**config.mk**
```make
export PLATFORM = sky130hd
export DESIGN_NAME = ldpc_decode
export DESIGN_NICKNAME = d
export VERILOG_FILES = /design/src/rtl/ldpc_pkg.sv /design/src/rtl/ldpc_syndrome.sv /design/src/rtl/ldpc_decode.sv
export SDC_FILE = /design/constraint.sdc
export NUM_CORES = 1
export LEC_CHECK = 0
export CORE_ASPECT_RATIO = 0.9
export CORE_MARGIN = 2
export CORE_UTILIZATION = 40
export CTS_CLUSTER_SIZE = 12
export DETAILED_ROUTE_END_ITERATION = 8
export PLACE_DENSITY_LB_ADDON = 0.05
export SKIP_LAST_GASP = 1
export SLEW_MARGIN = 0
export SYNTH_ARGS = -nofsm -noshare
export SYNTH_HDL_FRONTEND = slang
export SYNTH_SLANG_ARGS = --single-unit
export TNS_END_PERCENT = 10
```
**constraint.sdc**
```tcl
create_clock -name clk -period 1.9 [get_ports clk]
set_input_delay 0.38 -clock clk [delete_from_list [all_inputs] [get_ports clk]]
set_output_delay 0.38 -clock clk [all_outputs]
set_load 0.005 [all_outputs]
```
**src/rtl/ldpc_pkg.sv**
```systemverilog
// Shared LDPC definitions: decoder FSM states and generator-matrix bit indexing,
// used by both the encoder and the decoder.
package ldpc_pkg;

    typedef enum logic [1:0] {
        IDLE = 2'd0,
        SYND = 2'd1,
        FLIP = 2'd2,
        DONE = 2'd3
    } state_t;

    // Flat index of P[i][j] (info bit i feeds check j) with m check bits per row.
    function automatic int unsigned p_idx(input int unsigned i, input int unsigned j,
                                          input int unsigned m);
        return i * m + j;
    endfunction

    // Width of an iteration count that can reach max_iter; never below one bit.
    function automatic int unsigned iter_w(input int unsigned max_iter);
        return (max_iter == 0) ? 1 : $clog2(max_iter + 1);
    endfunction

endpackage

```
**src/rtl/ldpc_syndrome.sv**
```systemverilog
// Combinational syndrome of a systematic word: info bits in the upper K positions,
// check bits in the lower N-K positions.
module ldpc_syndrome
    import ldpc_pkg::*;
#(
    parameter int unsigned N = 6,
    parameter int unsigned K = 3
) (
    input  logic [N-1:0]         i_word,
    input  logic [K*(N-K)-1:0]   i_p,
    output logic [N-K-1:0]       o_synd
);

    localparam int unsigned M = N - K;

    always_comb begin
        o_synd = '0;
        for (int j = 0; j < M; j++) begin
            o_synd[j] = i_word[j];
            for (int i = 0; i < K; i++) begin
                o_synd[j] = o_synd[j] ^ (i_word[M + i] & i_p[p_idx(i, j, M)]);
            end
        end
    end

endmodule

```
**src/rtl/ldpc_decode.sv**
```systemverilog
// Hard-decision LDPC bit-flip decoder. Define LDPC_BITFLIP_EN for iterative
// flipping; otherwise the block only detects errors and passes raw info through.
module ldpc_decode
    import ldpc_pkg::*;
#(
    parameter int unsigned N        = 6,
    parameter int unsigned K        = 3,
    parameter int unsigned MAX_ITER = 8
) (
    input  logic                          clk,
    input  logic                          rst,
    input  logic                          i_en,
    input  logic [N-1:0]                  codeword,
    input  logic [K*(N-K)-1:0]            generator_p,
    output logic                          o_ready,
    output logic                          o_valid,
    output logic [K-1:0]                  info_bits,
    output logic                          o_err,
    output logic [iter_w(MAX_ITER)-1:0]   o_iter
);

    localparam int unsigned M  = N - K;
    localparam int unsigned PW = K * M;
    localparam int unsigned IW = iter_w(MAX_ITER);

    state_t          r_state;
    logic [N-1:0]    r_word;
    logic [PW-1:0]   r_p;
    logic [IW-1:0]   r_cnt;
    logic            r_err_pend;
    logic [M-1:0]    w_synd;

    ldpc_syndrome #(.N(N), .K(K)) u_synd (
        .i_word (r_word),
        .i_p    (r_p),
        .o_synd (w_synd)
    );

`ifdef LDPC_BITFLIP_EN
    localparam int unsigned DW = $clog2(M + 1);

    logic [DW-1:0]   w_deg [N];
    logic [N-1:0]    w_qual;
    logic [N-1:0]    w_flip;
    logic [DW-1:0]   w_max;

    // A bit qualifies when every check it touches fails; flip the highest-degree qualifiers.
    always_comb begin
        w_deg  = '{default: '0};
        w_qual = '0;
        w_flip = '0;
        w_max  = '0;
        for (int j = 0; j < M; j++) begin
            w_deg[j]  = DW'(1);
            w_qual[j] = w_synd[j];
        end
        for (int i = 0; i < K; i++) begin
            w_qual[M + i] = 1'b1;
            for (int j = 0; j < M; j++) begin
                if (r_p[p_idx(i, j, M)]) begin
                    w_deg[M + i] = w_deg[M + i] + DW'(1);
                    if (!w_synd[j]) w_qual[M + i] = 1'b0;
                end
            end
            if (w_deg[M + i] == '0) w_qual[M + i] = 1'b0;
        end
        for (int n = 0; n < N; n++) begin
            if (w_qual[n] && (w_deg[n] > w_max)) w_max = w_deg[n];
        end
        for (int n = 0; n < N; n++) begin
            w_flip[n] = w_qual[n] && (w_deg[n] == w_max);
        end
    end
`endif

    always_ff @(posedge clk or posedge rst) begin
        if (rst) begin
            r_state    <= IDLE;
            r_word     <= '0;
            r_p        <= '0;
            r_cnt      <= '0;
            r_err_pend <= 1'b0;
            o_ready    <= 1'b1;
            o_valid    <= 1'b0;
            info_bits  <= '0;
            o_err      <= 1'b0;
            o_iter     <= '0;
        end else begin
            o_valid <= 1'b0;
            case (r_state)
                IDLE: begin
                    if (i_en) begin
                        r_word  <= codeword;
                        r_p     <= generator_p;
                        r_cnt   <= '0;
                        o_ready <= 1'b0;
                        r_state <= SYND;
                    end
                end
                SYND: begin
                    if (w_synd == '0) begin
                        r_err_pend <= 1'b0;
                        r_state    <= DONE;
                    end
`ifdef LDPC_BITFLIP_EN
                    else if (r_cnt != IW'(MAX_ITER)) begin
                        r_state <= FLIP;
                    end
`endif
                    else begin
                        r_err_pend <= 1'b1;
                        r_state    <= DONE;
                    end
                end
`ifdef LDPC_BITFLIP_EN
                FLIP: begin
                    r_word  <= r_word ^ w_flip;
                    r_cnt   <= r_cnt + IW'(1);
                    r_state <= SYND;
                end
`endif
                DONE: begin
                    info_bits <= r_word[N-1:M];
                    o_err     <= r_err_pend;
                    o_iter    <= r_cnt;
                    o_valid   <= 1'b1;
                    o_ready   <= 1'b1;
                    r_state   <= IDLE;
                end
                default: r_state <= IDLE;
            endcase
        end
    end

endmodule

```
; ---- Yosys cells after proc, flatten, opt, wreduce, memory -nomap -nowiden
; Cells that the tools add are included.
[classes]
add_sub_neg = 0
mul = 0
div_mod_pow = 0
n_lt_le_gt_ge = 0
n_eq_ne = 3
shifts = 0
n_mux = 6
bitwise_logic = 18
n_reduce_logical = 5
[op_table]
columns = operator, count
row1 = $and A1 B1 Y1, 9
row2 = $xor A1 B1 Y1, 9
row3 = $pmux W2 S2, 1
row4 = $reduce_and A2 Y1, 2
row5 = $logic_not A3 Y1, 1
row6 = $mux W1, 3
row7 = $eq A2 B1 Y1 const B, 1
row8 = $eq A2 B2 Y1 const B, 1
row9 = $logic_not A2 Y1, 1
row10 = $mux W2, 1
row11 = $ne A2 B2 Y1 const B, 1
row12 = $pmux W1 S2, 1
row13 = $reduce_bool A2 Y1, 1
[totals]
regBits = 24
latchBits = 0
ram_bits = 0
mem_bits_ro = 0
inputBits = 18
out_inout_bits = 10
wordCells = 40
mem_count = 0

; ---- Logic depth before layout (Yosys ltp)
; Gate-level depths: netlist (run 1).
[logic_depth]
ltp_word = 6
mapped_depth = 5
depth_no_buf = 5

; ---- Modules after synthesis
; Synthesis (run 1) repeated with hierarchy kept, for this count alone.
[hier_totals]
cells_unflattened = 81
hier_area_um2 = 1093.5
[by_module_without_submodules]
columns = mod, instances, cells_each, area_per_inst_um2, seq_area_each_um2
row1 = ldpc_decode, 1, 63, 980.9, 601.8
row2 = ldpc_syndrome, 1, 18, 112.6, 0.0

; ---- Least setup slack after synthesis (run 1)
; No wires, ideal clock.
[synth_path]
path_type = register to register
start = register r_state[1]
end = register r_p[0]
setup_ns = 0.125
arrival_ns = 1.248
t_required_ns = 1.775
setup_slack_ns = 0.528
path_stages_with_launch = 4
n_path_buf = 1
synth_period_minus_slack_ns = 1.372
cell_sequence = dfrtp_1 nor3b_4 buf_6 mux2_2
[synth_via]
elab_chain_len = 2
[synth_lines]
columns = item, line_no
row1 = "start, declared", ldpc_decode.sv:26  ; state_t r_state;
row2 = "start signal, assigned", ldpc_decode.sv:78  ; r_state <= IDLE;
row3 = "start signal, assigned", ldpc_decode.sv:97  ; r_state <= SYND;
row4 = "start signal, assigned", ldpc_decode.sv:103  ; r_state <= DONE;
row5 = $logic_not A2 Y1, ldpc_decode.sv:90  ; case (r_state)
row6 = $reduce_and A2 Y1 (no source line), n/a
row7 = "end signal, assigned", ldpc_decode.sv:94  ; r_p <= generator_p;
row8 = "end, declared", ldpc_decode.sv:28  ; logic [PW-1:0] r_p;
; Every way passes these cells.
; A chain may end at the register's enable or synchronous reset.

; ---- Worst setup path in the final report (run 1)
[layout_path]
start = register o_ready
end = output o_ready
[layout_lines]
columns = item, line_no
row1 = "start, declared", ldpc_decode.sv:15  ; output logic o_ready,
row2 = "start signal, assigned", ldpc_decode.sv:83  ; o_ready <= 1'b1;
row3 = "start signal, assigned", ldpc_decode.sv:96  ; o_ready <= 1'b0;
row4 = "start signal, assigned", ldpc_decode.sv:127  ; o_ready <= 1'b1;
; No word-level cell between the ends.

==> run_results.csv, run 1 <==
group,metric,value,unit
global_route,grt_pass1_wl,2.68,mm
route,drc_errors,0,
die,initial_utilization,42.2,%
yosys,async_flop_share,100,%
clock_network,clkLatencyLatePin,0.31,ns
setup_path,slowest_delay,0.56,ns
setup_path,r2r-start,"r_state[1]",
yosys,synthFlopType,"dfrtp_1",
power,ir_drop,857,uV
sta,layout_setup_ws,0.164,ns
setup_path,required,1.52,ns
place,gp_congestion,0.711,
clock_network,ctsResizeCount,0,
global_route,grt_overflow,0,
cells_and_area,layout-drive-gt1-share,26.4,%
die,core-area,2470,sq um
sta,min_period,1.74,ns
setup_path,path_cells,"clkdlybuf4s50_1",
global_route,antenna_found_initial,0,
yosys,yosysWarnings,0,
sta,final-setup-viol-count,0,
clock_network,cts_root_buf,"clkbuf_4",
cells_and_area,area_growth,28.7,%
die,fp.dieW,57.8,um
clock_network,hold_buffers,0,
setup_path,cp-end-kind,"output pin",
yosys,syn_area,1040,sq um
cells_and_area,final_nets,125,
route,wl_per_cell,12.0,um
sta,hold_viol,0,
setup_path,arrival,1.36,ns
yosys,yosysTopAreaCell,"dfrtp_1",
clock_network,cts_buffer_depth,2,
clock_network,post_cts_buffers,0,
setup_path,crit_type,"reg -> out",
yosys,synth-edff-count,0,
setup_path,critPathMaxFanout,2,
die,ios,28,
yosys,synthCells,79,
setup_path,r2r-end,"r_word[1]",
die,die_area,3030,sq um
sta,fmax,576,MHz
run,cap_violations,0,
place,place_ws,0.148,ns
setup_path,path_buf_inv,1,
setup_path,reg2regPathDepth,3,
yosys,synth_top_area_share,55.2,%
sta,period_share,91.4,%
route,routed_wl,1.61,mm
yosys,synthTopCellsByCount,"dfrtp_1, mux2_2, nand2_1",
status,status,"completed",
power,p_per_area,1540,nW/um^2
sta,slew_violations,0,
power,p_leak,0.571,nW
clock_network,htreeDepth,1,
setup_path,start_kind,"flip-flop",
yosys,synth_cell_types,16,
cells_and_area,nFillCells,225,
yosys,synthTopCellsByArea,"dfrtp_1, mux2_2, xor2_1",
route,antenna_left,0,
clock_network,cts.sinks,24,
clock_network,numCtsBuffers,3,
yosys,yosys_register_bits,24,
yosys,ys_seq_area_share,57.7,%
clock_network,cts_tree,"built",
global_route,grtUsageTotal,12.4,%
global_route,grt_pass1_vias,604,
cells_and_area,seq_area,602,sq um
sta,tns,0,ns
cells_and_area,multi_input_area,399,sq um
die,std_cell_rows,17,
route,vias_per_cell,4.78,
cells_and_area,n_antenna_cell,0,
global_route,grt_max_degree,25,
place,dp_hpwl,1.18,mm
sta,rsz0062_at_grt,"false",
route,first_pass_iters,2,
sta,clock_skew,0.00326,ns
setup_path,crit_path_top_delay_cell,"dfstp_2",
place,port_buffers,23,
die,fp.dieH,52.4,um
setup_path,cp_top_family,"flip-flops",
setup_path,r2r_slack,0.57,ns
route,drtIter0Drc,14,
route,vias,640,
clock_network,clk_pin_slew,0.12,ns
yosys,syn_avg_cell_area,13.2,sq um
yosys,synth_most_common_cell,"dfrtp_1",
hold_path,hold_path_class,"in -> async",
[report_power, final]
part	leakage (nW)	switching, mW	internal (mW)	total [mW]
clock	0.0210	0.144	0.117	0.261
combinational	0.271	0.319	0.546	0.865
sequential	0.279	0.171	0.767	0.938
[layout make-up]
cell class	instances	share of cell area [%]
Inverter	3	0.840
Multi-Input combinational cell	50	29.8
Sequential cell	24	44.9
Clock buffer	4	2.71
Timing Repair Buffer	25	19.2
Tap cell	28	2.61
[flip-flops by register name (all words and copies together), names as in the netlist]
name        flops
r_err_pend      1
r_word          6
info_bits       3
r_p             9
o_valid         1
o_err           1
r_state         2
o_ready         1
[kinds of logic after synthesis]
logic type                count (synthesis)  synth area share, %
DFF                                      24                 57.7
muxes                                    19                 20.5
and+or+nand+nor                          16                 7.80
xor gates and xnor gates                  9                 7.56
buffers and inverters                     8                 5.04
AOI/OAI and AO/OA                         2                0.959
other                                     1                0.360
[layout by cell type, fill, tap and decap left out]
| cell | count |
|---|---|
| clkbuf_8 | 1 |
| and2b_2 | 1 |
| clkbuf_4 | 3 |
| nor3_1 | 1 |
| nor3b_4 | 1 |
| dfstp_2 | 1 |
| a21oi_1 | 1 |
| clkdlybuf4s50_1 | 23 |
| mux2_2 | 19 |
| dfrtp_1 | 23 |
| buf_4 | 1 |
| xor2_1 | 6 |
| xnor2_1 | 3 |
| nor2_1 | 3 |
| inv_1 | 3 |
| nand2_1 | 10 |
| o21ai_0 | 1 |
| buf_12 | 1 |
| conb_1 | 4 |
[metal layers]
metal	track usage, %	routed length, um
met4	3.49	9
met2	21.4	814
met3	5.19	107
met5	0	0
met1	14.1	678
[worst max-delay path by stage]
stage / depth (start not counted) / from / endpoint
floorplan: 3 / r_state[1] / r_p[0]
global placement: 4 / i_en / r_p[1]
detailed placement: 4 / i_en / r_word[1]
CTS: 1 / o_ready / o_ready
global route: 1 / o_ready / o_ready
finish: 1 / o_ready / o_ready
[through the flow]
| step | util [%] | instance area, sq um | cells | power (mW) | hold slack [ns] |
|---|---|---|---|---|---|
| floorplan | - | 1050 | 82 | 1.55 | 0.394 |
| global placement | 52.9 | 1310 | 130 | 1.81 | 0.474 |
| detailed placement | 52.9 | 1310 | 130 | 1.83 | 0.481 |
| CTS | 54.4 | 1340 | 134 | 2.10 | 0.394 |
| global route | 54.4 | 1340 | 134 | 2.23 | 0.405 |
| finish | 54.4 | 1340 | 134 | 2.06 | 0.394 |
(Power assumes the default switching activity.)
==> run 2: changes to the inputs <==
- CORE_ASPECT_RATIO: 0.9 -> 1.25
- TNS_END_PERCENT: 10 -> 5
- clock period: 1.9 -> 1.5 ns (I/O delays scaled with it)
==> run_results.csv, run 2 (synthesis results as in run 1) <==
group,metric,value,unit
status,status,"completed",
setup_path,crit_path_top_delay_cell,"clkdlybuf4s50_1",
power,p_sw,0.789,mW
setup_path,cp-end-kind,"output pin",
clock_network,clk_pin_slew,0.12,ns
route,wl_per_cell,11.2,um
route,routed_wl,1.58,mm
global_route,grt_max_degree,25,
global_route,grt_pass1_vias,608,
place,port_buffers,23,
cells_and_area,final_cells,141,
cells_and_area,nFillCells,229,
sta,period_share,97.8,%
global_route,antenna_found_initial,0,
power,total_power,2.61,mW
die,fp.dieH,61.1,um
cells_and_area,top_register,"r_p",
sta,fmax,682,MHz
clock_network,hold_buffers,0,
route,vias,629,
hold_path,hold_path_class,"in -> async",
cells_and_area,layout.cells.most_common,"dfrtp_1",
sta,hold_viol,0,
sta,slew_violations,0,
die,ios,28,
setup_path,arrival,1.17,ns
cells_and_area,layout-drive-gt1-share,27.8,%
place,dp.cells,135,
cells_and_area,fin_area,1360,sq um
power,combPwrFrac,42.1,%
run,cap_violations,0,
setup_path,start_kind,"flip-flop",
sta,final-setup-viol-count,0,
power,p_clk_share,12.7,%
clock_network,cts_tree,"built",
global_route,grt_overflow,0,
place,place_ws,-0.169,ns
route,vias_per_cell,4.46,
die,fp.dieW,49.7,um
cells_and_area,n_antenna_cell,0,
cells_and_area,area_growth,30.9,%
die,std_cell_rows,20,
place,dp_hpwl,1.17,mm
clock_network,htreeDepth,1,
power,p_int,1.82,mW
setup_path,path_buf_inv,1,
die,initial_utilization,42.5,%
route,drc_errors,0,
setup_path,critPathMaxFanout,2,
setup_path,crit_type,"reg -> out",
power,seq_power_share,45.2,%
clock_network,cts_root_buf,"clkbuf_4",
cells_and_area,final_nets,127,
setup_path,slowest_delay,0.50,ns
setup_path,required,1.20,ns
power,p_per_area,1910,nW/um^2
setup_path,cp_top_family,"buffers and inverters",
route,drtIter0Drc,9,
power,ir_drop,871,uV
sta,min_period,1.47,ns
route,first_pass_iters,3,
sta,layout_setup_ws,0.0329,ns
global_route,grtUsageTotal,12.6,%
place,place_area,1310,sq um
place,gp_congestion,0.682,
cells_and_area,layout_common_cells,"dfrtp_1, clkdlybuf4s50_1, mux2_2",
die,die_area,3030,sq um
route,antenna_left,0,
power,p_leak,0.591,nW
global_route,grt_pass1_wl,2.70,mm
sta,tns,0,ns
cells_and_area,largest_reg_flops,9,
clock_network,clkLatencyLatePin,0.31,ns
sta,rsz0062_at_grt,"true",
clock_network,numCtsBuffers,3,
setup_path,path_cells,"clkdlybuf4s50_1",
clock_network,cts_buffer_depth,2,
power,p_sw_share,30.3,%
sta,clock_skew,0.00225,ns
die,core-area,2450,sq um
cells_and_area,reg_top3,"r_p (9), r_word (6), info_bits (3)",
clock_network,cts.sinks,24,
## run 2: changes by cell type in the layout (fill, tap and decap cells not counted)
| cell | delta |
|---|---|
| dlymetal6s2s_1 | +1 |
| dlygate4sd2_1 | +1 |
| clkdlybuf4s50_1 | -2 |
| buf_4 | +2 |
## run 2: final cells by class
cell class / count / area (sq um) / share of cell area, %
clock buffers: 4 / 36.3 / 2.66
multi-input cells: 50 / 399 / 29.3
flip-flops and latches: 24 / 602 / 44.1
well taps: 33 / 41.3 / 3.03
inverters: 3 / 11.3 / 0.826
repair buffers: 27 / 274 / 20.1
## run 2: final timing paths
kind,startpoint,endpoint,slack [ns],depth (start not counted)
worst max register to register,r_state[1],r_word[2],0.18,3
max in group asynchronous,rst,o_ready,0.91,3
min in group clk,o_ready,o_ready,0.49,2
worst min register to register,o_ready,o_ready,0.49,2
worst min-delay path,rst,o_err,0.31,3
worst max-delay path,o_err,o_err,0.03,1
## run 2: what timing repair did
action / CTS / global route
setup buffers: 0 / 2
pin swaps: 0 / 0
resized for setup: 1 / 1
setup endpoints to repair: 1 / 4
## run 2: layer usage
metal / GRT usage, % / part of all wire [%]
met2: 20.6 / 50
met1: 14.0 / 43
met5: 0 / 0
met4: 10.7 / 2.8
met3: 3.16 / 4.4
## run 2: metrics by stage
stage               util [%]  hold WS [ns]
detailed placement      53.5         0.478
finish                  55.6         0.310
global route            55.6         0.350
CTS                     54.9         0.311
floorplan                  -         0.314
global placement        53.5         0.475
## run 2: power groups by stage
stage	Clock, mW	Sequential [mW]	Combinational (mW)
2_1_floorplan	0	1.16	0.800
3_3_place_gp	0	1.19	1.09
3_5_place_dp	0	1.20	1.10
4_1_cts	0.352	1.19	1.10
5_1_grt	0.384	1.23	1.22
6_report	0.331	1.18	1.10
==> run 3: changes to the inputs <==
- PLACE_DENSITY: default -> 0.78
- PLACE_DENSITY_LB_ADDON: 0.05 -> default
- SETUP_SLACK_MARGIN: default -> 0.4
==> run_results.csv, run 3 (synthesis results as in run 1) <==
group,metric,value,unit
status,status,"completed",
power,p_per_area,1980,nW/um^2
setup_path,path_cells,"nor3b_4 -> buf_6 -> mux2_4",
global_route,met2_usage,25.9,%
place,place_area,1310,sq um
place,dp_hpwl,1.37,mm
sta,slew_violations,0,
global_route,grtUsageTotal,14.1,%
sta,period_share,85.4,%
route,vias,666,
clock_network,cts_buffer_depth,2,
die,core-area,2450,sq um
clock_network,cts_root_buf,"clkbuf_4",
cells_and_area,final_util,58.3,%
cells_and_area,n_antenna_cell,0,
cells_and_area,top_register,"r_p",
die,fp.dieW,49.7,um
global_route,top_usage_layer,"met2",
cells_and_area,layout-drive-gt1-share,31.5,%
clock_network,hold_buffers,0,
clock_network,clk_pin_slew,0.12,ns
route,first_pass_iters,2,
route,drc_errors,0,
cells_and_area,layout_common_cells,"dfrtp_1, clkdlybuf4s50_1, mux2_4",
die,initial_utilization,42.5,%
global_route,grt_max_degree,25,
cells_and_area,reg_top3,"r_p (9), r_word (6), info_bits (3)",
clock_network,clkLatencyLatePin,0.31,ns
clock_network,cts_tree,"built",
place,port_buffers,23,
cells_and_area,largest_reg_flops,9,
global_route,grt_pass1_vias,670,
setup_path,crit_path_top_delay_cell,"dfrtp_1",
power,p_leak,0.654,nW
clock_network,cts.sinks,24,
global_route,antenna_found_initial,0,
global_route,grt_pass1_wl,3.06,mm
setup_path,arrival,1.49,ns
sta,tns,0,ns
sta,rsz0062_at_grt,"true",
run,cap_violations,0,
cells_and_area,final_nets,130,
route,vias_per_cell,4.63,
sta,hold_slack,0.323,ns
setup_path,r2r-start,"r_state[1]",
place,gp_congestion,0.722,
cells_and_area,layout.cells.most_common,"dfrtp_1",
clock_network,htreeDepth,1,
setup_path,crit_type,"reg -> reg",
route,routed_wl,1.96,mm
sta,clock_skew,0.00161,ns
sta,final-setup-viol-count,0,
die,fp.dieH,61.1,um
setup_path,cp-end-kind,"flip-flop",
setup_path,required,1.71,ns
hold_path,hold_path_class,"in -> async",
route,drtIter0Drc,6,
cells_and_area,nFillCells,219,
power,ir_drop,843,uV
clock_network,numCtsBuffers,3,
sta,hold_viol,0,
cells_and_area,fin_area,1430,sq um
setup_path,slowest_delay,0.43,ns
cells_and_area,area_growth,37.2,%
route,wl_per_cell,13.6,um
setup_path,startpoint,"r_state[1]",
setup_path,start_kind,"flip-flop",
global_route,gr-usage-met3,1.46,%
sta,fmax,780,MHz
global_route,grt_overflow,0,
setup_path,critPathMaxFanout,8,
die,std_cell_rows,20,
die,ios,28,
route,antenna_left,0,
sta,min_period,1.28,ns
die,die_area,3030,sq um
global_route,grtUsageMet1,15.4,%
## run 3: layer usage
metal	wire length [um]	share of wire (%)
met1	781	40
met2	1060	54
met4	73	3.7
met5	0	0
met3	45	2.3
## run 3: layout make-up
type                            instances  area (sq um)  share of cell area [%]
Inverter                                3          11.3                   0.787
Multi-Input combinational cell         50           470                    32.9
Sequential cell                        24           602                    42.1
Timing Repair Buffer                   30           279                    19.5
Clock buffer                            4          26.3                    1.84
Tap cell                               33          41.3                    2.89
## run 3: worst paths after layout
kind                       slack [ns]    endpoint  depth (start not counted)
min                              0.32     o_valid                          3
min reg2reg                      0.50     o_ready                          2
max reg2reg                      0.22   r_word[2]                          3
max                              0.22   r_word[2]                          3
min in group clk                 0.39  r_state[0]                          3
max in group asynchronous        0.90     o_ready                          3
## run 3: repair_timing
action	in CTS	in global routing
buffers inserted	3	1
pin swaps	1	3
endpoints found under the setup margin	26	26
resized for setup	21	9
## run 3: where the power goes
part	leakage [nW]	switching [mW]	total (mW)	internal (mW)
logic	0.361	0.509	1.36	0.853
clock network	0.0150	0.184	0.288	0.104
registers	0.279	0.215	1.19	0.972
total	0.654	0.907	2.84	1.93
## run 3: critical path: cells and delay by family (launching register included)
kind                   cells  cell delay [ns]
buffers and inverters      1             0.19
DFF                        1             0.43
muxes                      1             0.31
and+or+nand+nor            1             0.24
## run 3: per-stage QoR
stage,setup slack [ns],total power [mW],std cells
floorplan,0.128,1.96,82
CTS,0.204,2.72,143
detailed placement,-0.178,2.33,136
finish,0.219,2.84,144
global route,0.164,3.03,144
global placement,-0.138,2.25,136
